## src/rtl/game_flow_ctrl_pkg.sv

```systemverilog
// Shared definitions for the multi-level teeter game flow: state encodings,
// spawn point and screen geometry.
package game_flow_ctrl_pkg;

    typedef enum logic [2:0] {
        ST_RESETING  = 3'd0,
        ST_COUNTDOWN = 3'd1,
        ST_PLAYING   = 3'd2,
        ST_FAIL_HOLD = 3'd3,
        ST_WIN_HOLD  = 3'd4,
        ST_GAME_OVER = 3'd5,
        ST_COMPLETE  = 3'd6
    } state_t;

    localparam int SPAWN_X       = 144;
    localparam int SPAWN_Y       = 74;
    localparam int SCREEN_WIDTH  = 320;
    localparam int SCREEN_HEIGHT = 180;

    function automatic int lvl_width(input int num_levels);
        return (num_levels > 1) ? $clog2(num_levels) : 1;
    endfunction

endpackage

```

## src/rtl/game_flow_ctrl_if.sv

```systemverilog
// Handshake/status bundle between the game flow controller and the rest of
// the teeter top level (hole detector, ball mover, renderer, status display).
interface game_flow_ctrl_if #(
    parameter int PCB     = 10,
    parameter int LVL_W   = 2,
    parameter int LIVES_W = 2,
    parameter int TIMER_W = 12
) ();
    logic               i_restart;
    logic               i_screenend;
    logic               i_accel_ready;
    logic               i_win;
    logic               i_fail;
    logic [PCB-1:0]     i_roll_x;
    logic [PCB-1:0]     i_roll_y;
    logic [PCB-1:0]     i_fix_x;
    logic [PCB-1:0]     i_fix_y;
    logic [PCB-1:0]     o_bl_x;
    logic [PCB-1:0]     o_bl_y;
    logic               o_playing;
    logic               o_level_load;
    logic [LVL_W-1:0]   o_level;
    logic [LIVES_W-1:0] o_lives;
    logic [TIMER_W-1:0] o_time_left;
    logic [2:0]         o_state;
    logic               o_timeout;

    modport master (
        output i_restart, i_screenend, i_accel_ready, i_win, i_fail,
               i_roll_x, i_roll_y, i_fix_x, i_fix_y,
        input  o_bl_x, o_bl_y, o_playing, o_level_load, o_level,
               o_lives, o_time_left, o_state, o_timeout
    );

    modport slave (
        input  i_restart, i_screenend, i_accel_ready, i_win, i_fail,
               i_roll_x, i_roll_y, i_fix_x, i_fix_y,
        output o_bl_x, o_bl_y, o_playing, o_level_load, o_level,
               o_lives, o_time_left, o_state, o_timeout
    );
endinterface

```

## src/rtl/game_flow_ctrl_frame_timer.sv

```systemverilog
// Frame down-counter: loads a value, decrements once per frame pulse and
// saturates at zero; expire flags the pulse that takes it from 1 to 0.
module game_flow_ctrl_frame_timer #(
    parameter int                 TIMER_W = 12,
    parameter logic [TIMER_W-1:0] RST_VAL = '0
) (
    input  logic               CLK,
    input  logic               rst,
    input  logic               load,
    input  logic [TIMER_W-1:0] load_val,
    input  logic               tick,
    output logic [TIMER_W-1:0] cnt,
    output logic               expire
);
    localparam logic [TIMER_W-1:0] ONE = TIMER_W'(1'b1);

    logic [TIMER_W-1:0] cnt_r;

    // Load has priority so a pulse in a reload cycle never counts twice.
    always_ff @(posedge CLK) begin
        if (rst) begin
            cnt_r <= RST_VAL;
        end else if (load) begin
            cnt_r <= load_val;
        end else if (tick && (cnt_r != '0)) begin
            cnt_r <= cnt_r - ONE;
        end else begin
            cnt_r <= cnt_r;
        end
    end

    assign cnt    = cnt_r;
    assign expire = tick && (cnt_r == ONE);

endmodule

```

## src/rtl/game_flow_ctrl.sv

```systemverilog
// Multi-level teeter game flow: lives, per-attempt time limit, frame-timed
// countdown and result-hold phases, and the registered ball-position mux.
module game_flow_ctrl
    import game_flow_ctrl_pkg::*;
#(
    parameter int PIXEL_COORD_BIT    = 10,
    parameter int NUM_LEVELS         = 4,
    parameter int START_LIVES        = 3,
    parameter int LIVES_W            = 2,
    parameter int COUNTDOWN_FRAMES   = 60,
    parameter int RESULT_HOLD_FRAMES = 90,
    parameter int LEVEL_TIME_FRAMES  = 1800,
    parameter int TIMER_W            = 12,
    parameter int SPAWN_POS_X        = SPAWN_X,
    parameter int SPAWN_POS_Y        = SPAWN_Y
) (
    input  logic            CLK,
    input  logic            rst,
    game_flow_ctrl_if.slave gif
);
    localparam int PCB   = PIXEL_COORD_BIT;
    localparam int LVL_W = lvl_width(NUM_LEVELS);

    localparam logic [TIMER_W-1:0] CD_LOAD    = TIMER_W'(COUNTDOWN_FRAMES);
    localparam logic [TIMER_W-1:0] HOLD_LOAD  = TIMER_W'(RESULT_HOLD_FRAMES);
    localparam logic [TIMER_W-1:0] LVL_LOAD   = TIMER_W'(LEVEL_TIME_FRAMES);
    localparam logic [PCB-1:0]     SPX        = PCB'(SPAWN_POS_X);
    localparam logic [PCB-1:0]     SPY        = PCB'(SPAWN_POS_Y);
    localparam logic [LVL_W-1:0]   LAST_LVL   = LVL_W'(NUM_LEVELS - 1);
    localparam logic [LVL_W-1:0]   LVL_ONE    = LVL_W'(1'b1);
    localparam logic [LIVES_W-1:0] LIVES_INIT = LIVES_W'(START_LIVES);
    localparam logic [LIVES_W-1:0] LIFE_ONE   = LIVES_W'(1'b1);

    state_t             state_r, next_state_s;
    logic               reset_s;
    logic               phase_load_s, phase_tick_s, phase_exp_s, phase_done_s;
    logic [TIMER_W-1:0] phase_val_s, phase_cnt_s;
    logic               lvl_tick_s, lvl_exp_s;
    logic [TIMER_W-1:0] lvl_cnt_s;
    logic               timeout_hit_s, playing_s, load_s;
    logic [PCB-1:0]     bl_x_s, bl_y_s;
    logic [PCB-1:0]     bl_x_r, bl_y_r, lat_x_r, lat_y_r;
    logic               ready_seen_r, timeout_r, playing_r, load_r;
    logic [LVL_W-1:0]   level_r;
    logic [LIVES_W-1:0] lives_r;

    assign reset_s       = rst | gif.i_restart;
    assign phase_load_s  = (next_state_s != state_r);
    assign phase_tick_s  = gif.i_screenend && ((state_r == ST_COUNTDOWN) ||
                           (state_r == ST_FAIL_HOLD) || (state_r == ST_WIN_HOLD));
    assign phase_done_s  = phase_exp_s || (phase_cnt_s == '0);
    assign lvl_tick_s    = gif.i_screenend && (state_r == ST_PLAYING);
    assign timeout_hit_s = (state_r == ST_PLAYING) && !gif.i_fail && !gif.i_win && lvl_exp_s;

    // Phase timer reload value chosen by the state being entered.
    always_comb begin
        phase_val_s = '0;
        case (next_state_s)
            ST_COUNTDOWN:             phase_val_s = CD_LOAD;
            ST_FAIL_HOLD, ST_WIN_HOLD: phase_val_s = HOLD_LOAD;
            default:                  phase_val_s = '0;
        endcase
    end

    game_flow_ctrl_frame_timer #(.TIMER_W(TIMER_W), .RST_VAL('0)) u_phase_tmr (
        .CLK(CLK), .rst(reset_s), .load(phase_load_s), .load_val(phase_val_s),
        .tick(phase_tick_s), .cnt(phase_cnt_s), .expire(phase_exp_s)
    );

    game_flow_ctrl_frame_timer #(.TIMER_W(TIMER_W), .RST_VAL(LVL_LOAD)) u_level_tmr (
        .CLK(CLK), .rst(reset_s), .load(state_r == ST_RESETING), .load_val(LVL_LOAD),
        .tick(lvl_tick_s), .cnt(lvl_cnt_s), .expire(lvl_exp_s)
    );

    // State register.
    always_ff @(posedge CLK) begin
        if (reset_s) begin
            state_r <= ST_RESETING;
        end else begin
            state_r <= next_state_s;
        end
    end

    // Next-state logic; in PLAYING a hole fail beats a win, which beats timer expiry.
    always_comb begin
        next_state_s = state_r;
        case (state_r)
            ST_RESETING:  next_state_s = ST_COUNTDOWN;
            ST_COUNTDOWN: begin
                if (phase_done_s && (ready_seen_r || gif.i_accel_ready)) begin
                    next_state_s = ST_PLAYING;
                end else begin
                    next_state_s = ST_COUNTDOWN;
                end
            end
            ST_PLAYING: begin
                if (gif.i_fail)      next_state_s = ST_FAIL_HOLD;
                else if (gif.i_win)  next_state_s = ST_WIN_HOLD;
                else if (lvl_exp_s)  next_state_s = ST_FAIL_HOLD;
                else                 next_state_s = ST_PLAYING;
            end
            ST_FAIL_HOLD: begin
                if (!phase_done_s)           next_state_s = ST_FAIL_HOLD;
                else if (lives_r <= LIFE_ONE) next_state_s = ST_GAME_OVER;
                else                         next_state_s = ST_RESETING;
            end
            ST_WIN_HOLD: begin
                if (!phase_done_s)            next_state_s = ST_WIN_HOLD;
                else if (level_r == LAST_LVL) next_state_s = ST_COMPLETE;
                else                          next_state_s = ST_RESETING;
            end
            ST_GAME_OVER: next_state_s = ST_GAME_OVER;
            ST_COMPLETE:  next_state_s = ST_COMPLETE;
            default:      next_state_s = ST_RESETING;
        endcase
    end

    // Output decode; level_load trails RESETING by one cycle so o_level is already settled.
    always_comb begin
        playing_s = (next_state_s == ST_PLAYING);
        load_s    = (state_r == ST_RESETING);
        bl_x_s    = SPX;
        bl_y_s    = SPY;
        case (state_r)
            ST_PLAYING: begin
                bl_x_s = gif.i_roll_x;
                bl_y_s = gif.i_roll_y;
            end
            ST_FAIL_HOLD, ST_WIN_HOLD: begin
                if (timeout_r) begin
                    bl_x_s = lat_x_r;
                    bl_y_s = lat_y_r;
                end else begin
                    bl_x_s = gif.i_fix_x;
                    bl_y_s = gif.i_fix_y;
                end
            end
            ST_GAME_OVER, ST_COMPLETE: begin
                bl_x_s = bl_x_r;
                bl_y_s = bl_y_r;
            end
            default: begin
                bl_x_s = SPX;
                bl_y_s = SPY;
            end
        endcase
    end

    // Registered outputs, lives/level bookkeeping and the timeout ball latch.
    always_ff @(posedge CLK) begin
        if (reset_s) begin
            bl_x_r       <= SPX;
            bl_y_r       <= SPY;
            lat_x_r      <= SPX;
            lat_y_r      <= SPY;
            ready_seen_r <= 1'b0;
            timeout_r    <= 1'b0;
            playing_r    <= 1'b0;
            load_r       <= 1'b0;
            level_r      <= '0;
            lives_r      <= LIVES_INIT;
        end else begin
            bl_x_r    <= bl_x_s;
            bl_y_r    <= bl_y_s;
            playing_r <= playing_s;
            load_r    <= load_s;
            if (state_r != ST_COUNTDOWN)  ready_seen_r <= 1'b0;
            else if (gif.i_accel_ready)   ready_seen_r <= 1'b1;
            else                          ready_seen_r <= ready_seen_r;
            if (state_r == ST_RESETING)   timeout_r <= 1'b0;
            else if (timeout_hit_s)       timeout_r <= 1'b1;
            else                          timeout_r <= timeout_r;
            if (timeout_hit_s) begin
                lat_x_r <= gif.i_roll_x;
                lat_y_r <= gif.i_roll_y;
            end else begin
                lat_x_r <= lat_x_r;
                lat_y_r <= lat_y_r;
            end
            if ((state_r == ST_FAIL_HOLD) && phase_done_s && (lives_r != '0)) lives_r <= lives_r - LIFE_ONE;
            else                                                               lives_r <= lives_r;
            if ((state_r == ST_WIN_HOLD) && phase_done_s && (level_r != LAST_LVL)) level_r <= level_r + LVL_ONE;
            else                                                                    level_r <= level_r;
        end
    end

    assign gif.o_bl_x       = bl_x_r;
    assign gif.o_bl_y       = bl_y_r;
    assign gif.o_playing    = playing_r;
    assign gif.o_level_load = load_r;
    assign gif.o_level      = level_r;
    assign gif.o_lives      = lives_r;
    assign gif.o_time_left  = lvl_cnt_s;
    assign gif.o_state      = state_r;
    assign gif.o_timeout    = timeout_r;

endmodule

```

## src/flat_wrapper.sv

```systemverilog
// flat-port wrapper written by rule: the top's interface ports become plain ports
module game_flow_ctrl_flat import game_flow_ctrl_pkg::*;
#(
    parameter int PIXEL_COORD_BIT    = 10,
    parameter int NUM_LEVELS         = 4,
    parameter int START_LIVES        = 3,
    parameter int LIVES_W            = 2,
    parameter int COUNTDOWN_FRAMES   = 60,
    parameter int RESULT_HOLD_FRAMES = 90,
    parameter int LEVEL_TIME_FRAMES  = 1800,
    parameter int TIMER_W            = 12,
    parameter int SPAWN_POS_X        = SPAWN_X,
    parameter int SPAWN_POS_Y        = SPAWN_Y
)
  (CLK, rst, gif_i_restart, gif_i_screenend, gif_i_accel_ready, gif_i_win, gif_i_fail, gif_i_roll_x, gif_i_roll_y, gif_i_fix_x, gif_i_fix_y, gif_o_bl_x, gif_o_bl_y, gif_o_playing, gif_o_level_load, gif_o_level, gif_o_lives, gif_o_time_left, gif_o_state, gif_o_timeout);
  game_flow_ctrl_if #(.PCB(10), .LVL_W(2), .LIVES_W(LIVES_W), .TIMER_W(TIMER_W)) gif_i ();
  input  logic CLK;
  input  logic rst;
  input wire logic [$bits(gif_i.i_restart)-1:0] gif_i_restart;
  input wire logic [$bits(gif_i.i_screenend)-1:0] gif_i_screenend;
  input wire logic [$bits(gif_i.i_accel_ready)-1:0] gif_i_accel_ready;
  input wire logic [$bits(gif_i.i_win)-1:0] gif_i_win;
  input wire logic [$bits(gif_i.i_fail)-1:0] gif_i_fail;
  input wire logic [$bits(gif_i.i_roll_x)-1:0] gif_i_roll_x;
  input wire logic [$bits(gif_i.i_roll_y)-1:0] gif_i_roll_y;
  input wire logic [$bits(gif_i.i_fix_x)-1:0] gif_i_fix_x;
  input wire logic [$bits(gif_i.i_fix_y)-1:0] gif_i_fix_y;
  output wire logic [$bits(gif_i.o_bl_x)-1:0] gif_o_bl_x;
  output wire logic [$bits(gif_i.o_bl_y)-1:0] gif_o_bl_y;
  output wire logic [$bits(gif_i.o_playing)-1:0] gif_o_playing;
  output wire logic [$bits(gif_i.o_level_load)-1:0] gif_o_level_load;
  output wire logic [$bits(gif_i.o_level)-1:0] gif_o_level;
  output wire logic [$bits(gif_i.o_lives)-1:0] gif_o_lives;
  output wire logic [$bits(gif_i.o_time_left)-1:0] gif_o_time_left;
  output wire logic [$bits(gif_i.o_state)-1:0] gif_o_state;
  output wire logic [$bits(gif_i.o_timeout)-1:0] gif_o_timeout;
  assign gif_i.i_restart = gif_i_restart;
  assign gif_i.i_screenend = gif_i_screenend;
  assign gif_i.i_accel_ready = gif_i_accel_ready;
  assign gif_i.i_win = gif_i_win;
  assign gif_i.i_fail = gif_i_fail;
  assign gif_i.i_roll_x = gif_i_roll_x;
  assign gif_i.i_roll_y = gif_i_roll_y;
  assign gif_i.i_fix_x = gif_i_fix_x;
  assign gif_i.i_fix_y = gif_i_fix_y;
  assign gif_o_bl_x = gif_i.o_bl_x;
  assign gif_o_bl_y = gif_i.o_bl_y;
  assign gif_o_playing = gif_i.o_playing;
  assign gif_o_level_load = gif_i.o_level_load;
  assign gif_o_level = gif_i.o_level;
  assign gif_o_lives = gif_i.o_lives;
  assign gif_o_time_left = gif_i.o_time_left;
  assign gif_o_state = gif_i.o_state;
  assign gif_o_timeout = gif_i.o_timeout;
  game_flow_ctrl #(.PIXEL_COORD_BIT(PIXEL_COORD_BIT), .NUM_LEVELS(NUM_LEVELS), .START_LIVES(START_LIVES), .LIVES_W(LIVES_W), .COUNTDOWN_FRAMES(COUNTDOWN_FRAMES), .RESULT_HOLD_FRAMES(RESULT_HOLD_FRAMES), .LEVEL_TIME_FRAMES(LEVEL_TIME_FRAMES), .TIMER_W(TIMER_W), .SPAWN_POS_X(SPAWN_POS_X), .SPAWN_POS_Y(SPAWN_POS_Y)) u_core (.CLK(CLK), .rst(rst), .gif(gif_i));
endmodule
```

## config.mk

```make
export PLATFORM = sky130hd
export DESIGN_NAME = game_flow_ctrl_flat
export DESIGN_NICKNAME = d
export VERILOG_FILES = /design/src/rtl/game_flow_ctrl_pkg.sv /design/src/rtl/game_flow_ctrl_if.sv /design/src/rtl/game_flow_ctrl_frame_timer.sv /design/src/rtl/game_flow_ctrl.sv /design/src/flat_wrapper.sv
export SDC_FILE = /design/constraint.sdc
export NUM_CORES = 1
export LEC_CHECK = 0
export ABC_AREA = 1
export CORE_ASPECT_RATIO = 1.25
export CORE_MARGIN = 10
export CORE_UTILIZATION = 51
export CTS_CLUSTER_SIZE = 12
export DETAILED_ROUTE_END_ITERATION = 10
export GPL_ROUTABILITY_DRIVEN = 0
export PLACE_DENSITY = 0.89
export SKIP_LAST_GASP = 1
export SYNTH_ARGS = -nofsm -noshare
export SYNTH_HDL_FRONTEND = slang
export SYNTH_SLANG_ARGS = --single-unit
```

## constraint.sdc

```tcl
create_clock -name CLK -period 2.7 [get_ports CLK]
set_input_delay 0.27 -clock CLK [delete_from_list [all_inputs] [get_ports CLK]]
set_output_delay 0.27 -clock CLK [all_outputs]
set_load 0.05 [all_outputs]
```

==> results.md <==
* Final nets at 713
* Initial Util at 52.9%
* ANT cells at 0
* Syn Nets at 627
* Synth Register Bits at 75
* Maximum VDD drop at 0.291 mV
* Full die area at 11700 um2
* Reg2Reg Setup Slack at 280 ps
* WHS at 465 ps
* CTS tree: yes
* Clock Skews at 6.47 ps
* Top cell by count, worst path: nor2_1
* Pwr Density at 458 nW/um2
* Final setup vio count at 0
* CTS H-tree lvls at 3
* Syn Area/Cell at 6.90 um2
* Initial antenna violation count at 0
* Slowest stage delay, CP at 470 ps
* Worst R2R Path Depth at 13
* Largest family of logic cells by synthesized area: simple AND/OR/NAND/NOR gates
* Post-CTS sizing at 0
* Max-Cap Viols at 0
* Slowest cell on the critical path: dfxtp_1
* Vias/cell at 5.54
* Die X at 98.6 um
* Synth area leaders: dfxtp_1 (38%), nand2_1 (13%), nor2_1 (7.9%)
* Pre-CTS setup slack at 340 ps
* Synth-to-Final Area Change at 29.0%
* Worst setup margin at 283 ps
* Initial DRC count at 268
* Worst flop-to-flop path startpoint: u_core.gif.o_state[0]
* Non-Filler Instances at 754
* Critical path launch point type: flop
* CP top delay family: simple AND/OR/NAND/NOR gates
* Mapped Area at 3940 um2
* CP Data Arrival Time at 2670 ps
* Hold depth at 2
* Syn Inst Count at 571
* Synth Area in Adders at 2.86%
* Pleak at 2.04 nW
* Fill cells at 607
* Gr ovfl total at 0
* Maximum fanout along the worst path at 19
* Synth warn at 0
* Share of Yosys cell area claimed by the top area cell type at 38.1%
* WP data required at 2960 ps
* Via count at 4178
* Fmax achieved at 0.414 GHz
* Final worst path period need at 2420 ps
* Hold Startpoint: u_core.lat_x_r[9]
* Cell Chain, Critical Path: inv_1 > nand2_2 > inv_2 > nand2_1 > nand2_2 > a31oi_2 > nand3_2 > nand2_1 > nand3_2 > nor2_4 > nor2_1 > nor2_1 > nor2_1
* Hold/Removal Path Class: flop to flop
* Synth Area in Simple Gates at 34.4%
* Yosys cell types at 34
* Clock transition at path regs at 80 ps
* Tot GR Track Use at 18.9%
* CTS Buf Count at 9
* First drt pass iteration count at 5
* Hold Buf Count CTS at 0
* Worst slew margin at 48.7%
* Layout cells sized above 1 at 8.46%
* Fin. Hold Viols at 0
* Die Span Y at 118 um
* Setup TNS Final at 0 ps
* Util after Layout at 68.2%
* Max-slew violation count at 0
* IO buf count at 88
* Dpl hpwl at 8.50 mm
* CP endpoint kind: flop
* Post-route ant nets at 0
* FF-to-FF End: u_core.u_phase_tmr.cnt[4]
* Worst-Skew Late Latency at 360 ps
* Pin count of the biggest net entering global routing at 38
* Residual DRC at 0
* Post-synthesis sequential area ratio at 38.1%
* Complex-gate fraction of the synthesized area at 13.7%
* Detailed Route WL at 11.4 mm
* CTS root buffer: clkbuf_8
* Vias in the first global route at 4287
* Slew @ Worst Pin at 769 ps
* Drt wl/cell at 15.1 um
* Core area at 7440 um2
* RSZ-0062 raised after global routing: false
* FP Rows at 35
* Bufs on Longest Clock Path at 2
* First-pass GRT wire length at 18.9 mm
* Endpoint, Worst Hold: u_core.lat_x_r[9]
* Post-synthesis mux area share at 0%
* Clock Sinks at 75
* WP buf/inv at 2
* # Post-CTS Setup Buffers at 0
* Crit path kind: flop to flop
* # placed instances at 738
* Status: completed
* Cell taking the most area after synthesis: dfxtp_1
* XOR/XNOR share of the synthesized area at 2.45%
* Tcrit/Tclk final at 89.5%
* I/O pin count at 89
==> cells in the final DEF (no fill, tap or decap), types with 8 or more instances in the layout <==
cell               n
a31oi_1           16
nand2_1          140
inv_1             65
o21ai_0           28
a211oi_1          15
a21oi_1           15
nor2_1            83
dfxtp_1           75
clkdlybuf4s50_1   88
xor2_1             8
ha_1               9
clkbuf_8           9
nand3_1           33
==> sequential cells by signal, indices dropped and copies added (netlist names) <==
register / count
u_core.ready_seen_r: 1
u_core.u_level_tmr.cnt: 12
u_core.gif.o_level: 2
u_core.gif.o_bl_x: 10
u_core.gif.o_timeout: 1
u_core.gif.o_bl_y: 10
u_core.gif.o_level_load: 1
u_core.gif.o_lives: 2
u_core.gif.o_state: 3
u_core.u_phase_tmr.cnt: 12
u_core.lat_x_r: 10
u_core.gif.o_playing: 1
u_core.lat_y_r: 10
==> metal layers <==
| layer | vias to the layer above | track usage, % | wire [um] |
|---|---|---|---|
| met3 | 40 | 4.55 | 784 |
| li1 | 2016 | - | - |
| met5 | - | 0 | 0 |
| met2 | 198 | 33.9 | 5940 |
| met1 | 1924 | 18.9 | 4240 |
| met4 | 0 | 11.8 | 425 |
==> layout make-up <==
class	count	area [um2]	share of cell area, %
clock buffers	9	124	2.44
multi-input cells	409	2100	41.4
inverters	69	259	5.10
flip-flops and latches	75	1500	29.6
clock inverters	7	60.1	1.18
repair buffers	93	918	18.1
well taps	92	115	2.27
==> through the flow <==
step                total power, mW  cell area [um2]
floorplan                      1.39             3940
global placement               1.51             4900
detailed placement             1.52             4900
CTS                            2.33             5080
global route                   2.42             5080
finish                         2.32             5080
==> logic make-up (layout without fill, tap and decap cells) <==
family	count (synthesis)	in the layout
AO/OA/AOI/OAI	85	85
flip-flops	75	75
XOR/XNOR	11	11
AND/OR/NAND/NOR	304	304
buffers and inverters	87	178
adder cells (fa/ha/maj)	9	9
==> synthesized netlist by cell type <==
master    number
nand2_1      140
nor2_1        83
dfxtp_1       75
inv_1         65
nand3_1       33
o21ai_0       28
clkbuf_1      17
a31oi_1       16
a211oi_1      15
a21oi_1       15
ha_1           9
xor2_1         8
nand3_2        7
nand4_1        7
nor3_1         7
nand2_2        6
or2_2          6
nor2_2         4
o311ai_0       4
inv_2          3
nand3b_1       3
nor2_4         3
o211ai_1       3
xnor2_1        3
nor3_2         2
a31oi_2        1
a31oi_4        1
buf_6          1
clkinv_1       1
nand2_4        1
nor3b_1        1
nor4_1         1
o21ai_1        1
o21ai_4        1
==> worst max path at each step <==
stage,start,endpoint,slack [ps],cells past startpoint
floorplan,u_core.gif.o_lives[1],u_core.u_phase_tmr.cnt[1],300,17
global placement,u_core.gif.o_state[0],u_core.u_phase_tmr.cnt[3],450,13
detailed placement,u_core.gif.o_state[0],u_core.u_phase_tmr.cnt[4],340,13
CTS,u_core.gif.o_state[0],u_core.u_phase_tmr.cnt[4],320,13
global route,u_core.gif.o_state[0],u_core.u_phase_tmr.cnt[4],60,13
finish,u_core.gif.o_state[0],u_core.u_phase_tmr.cnt[4],280,13
==> worst min-delay path, stage by stage (launching register included) <==
cell	delay, ps
dfxtp_1	300
inv_1	60
a211oi_1	60
==> where the power goes <==
part / total [mW] / switching, mW / internal, mW
registers: 1.13 / 0.0126 / 1.12
logic: 0.375 / 0.219 / 0.156
clock network: 0.819 / 0.472 / 0.347
total: 2.32 / 0.703 / 1.62
No activity file was read; power rests on OpenSTA's default activity.
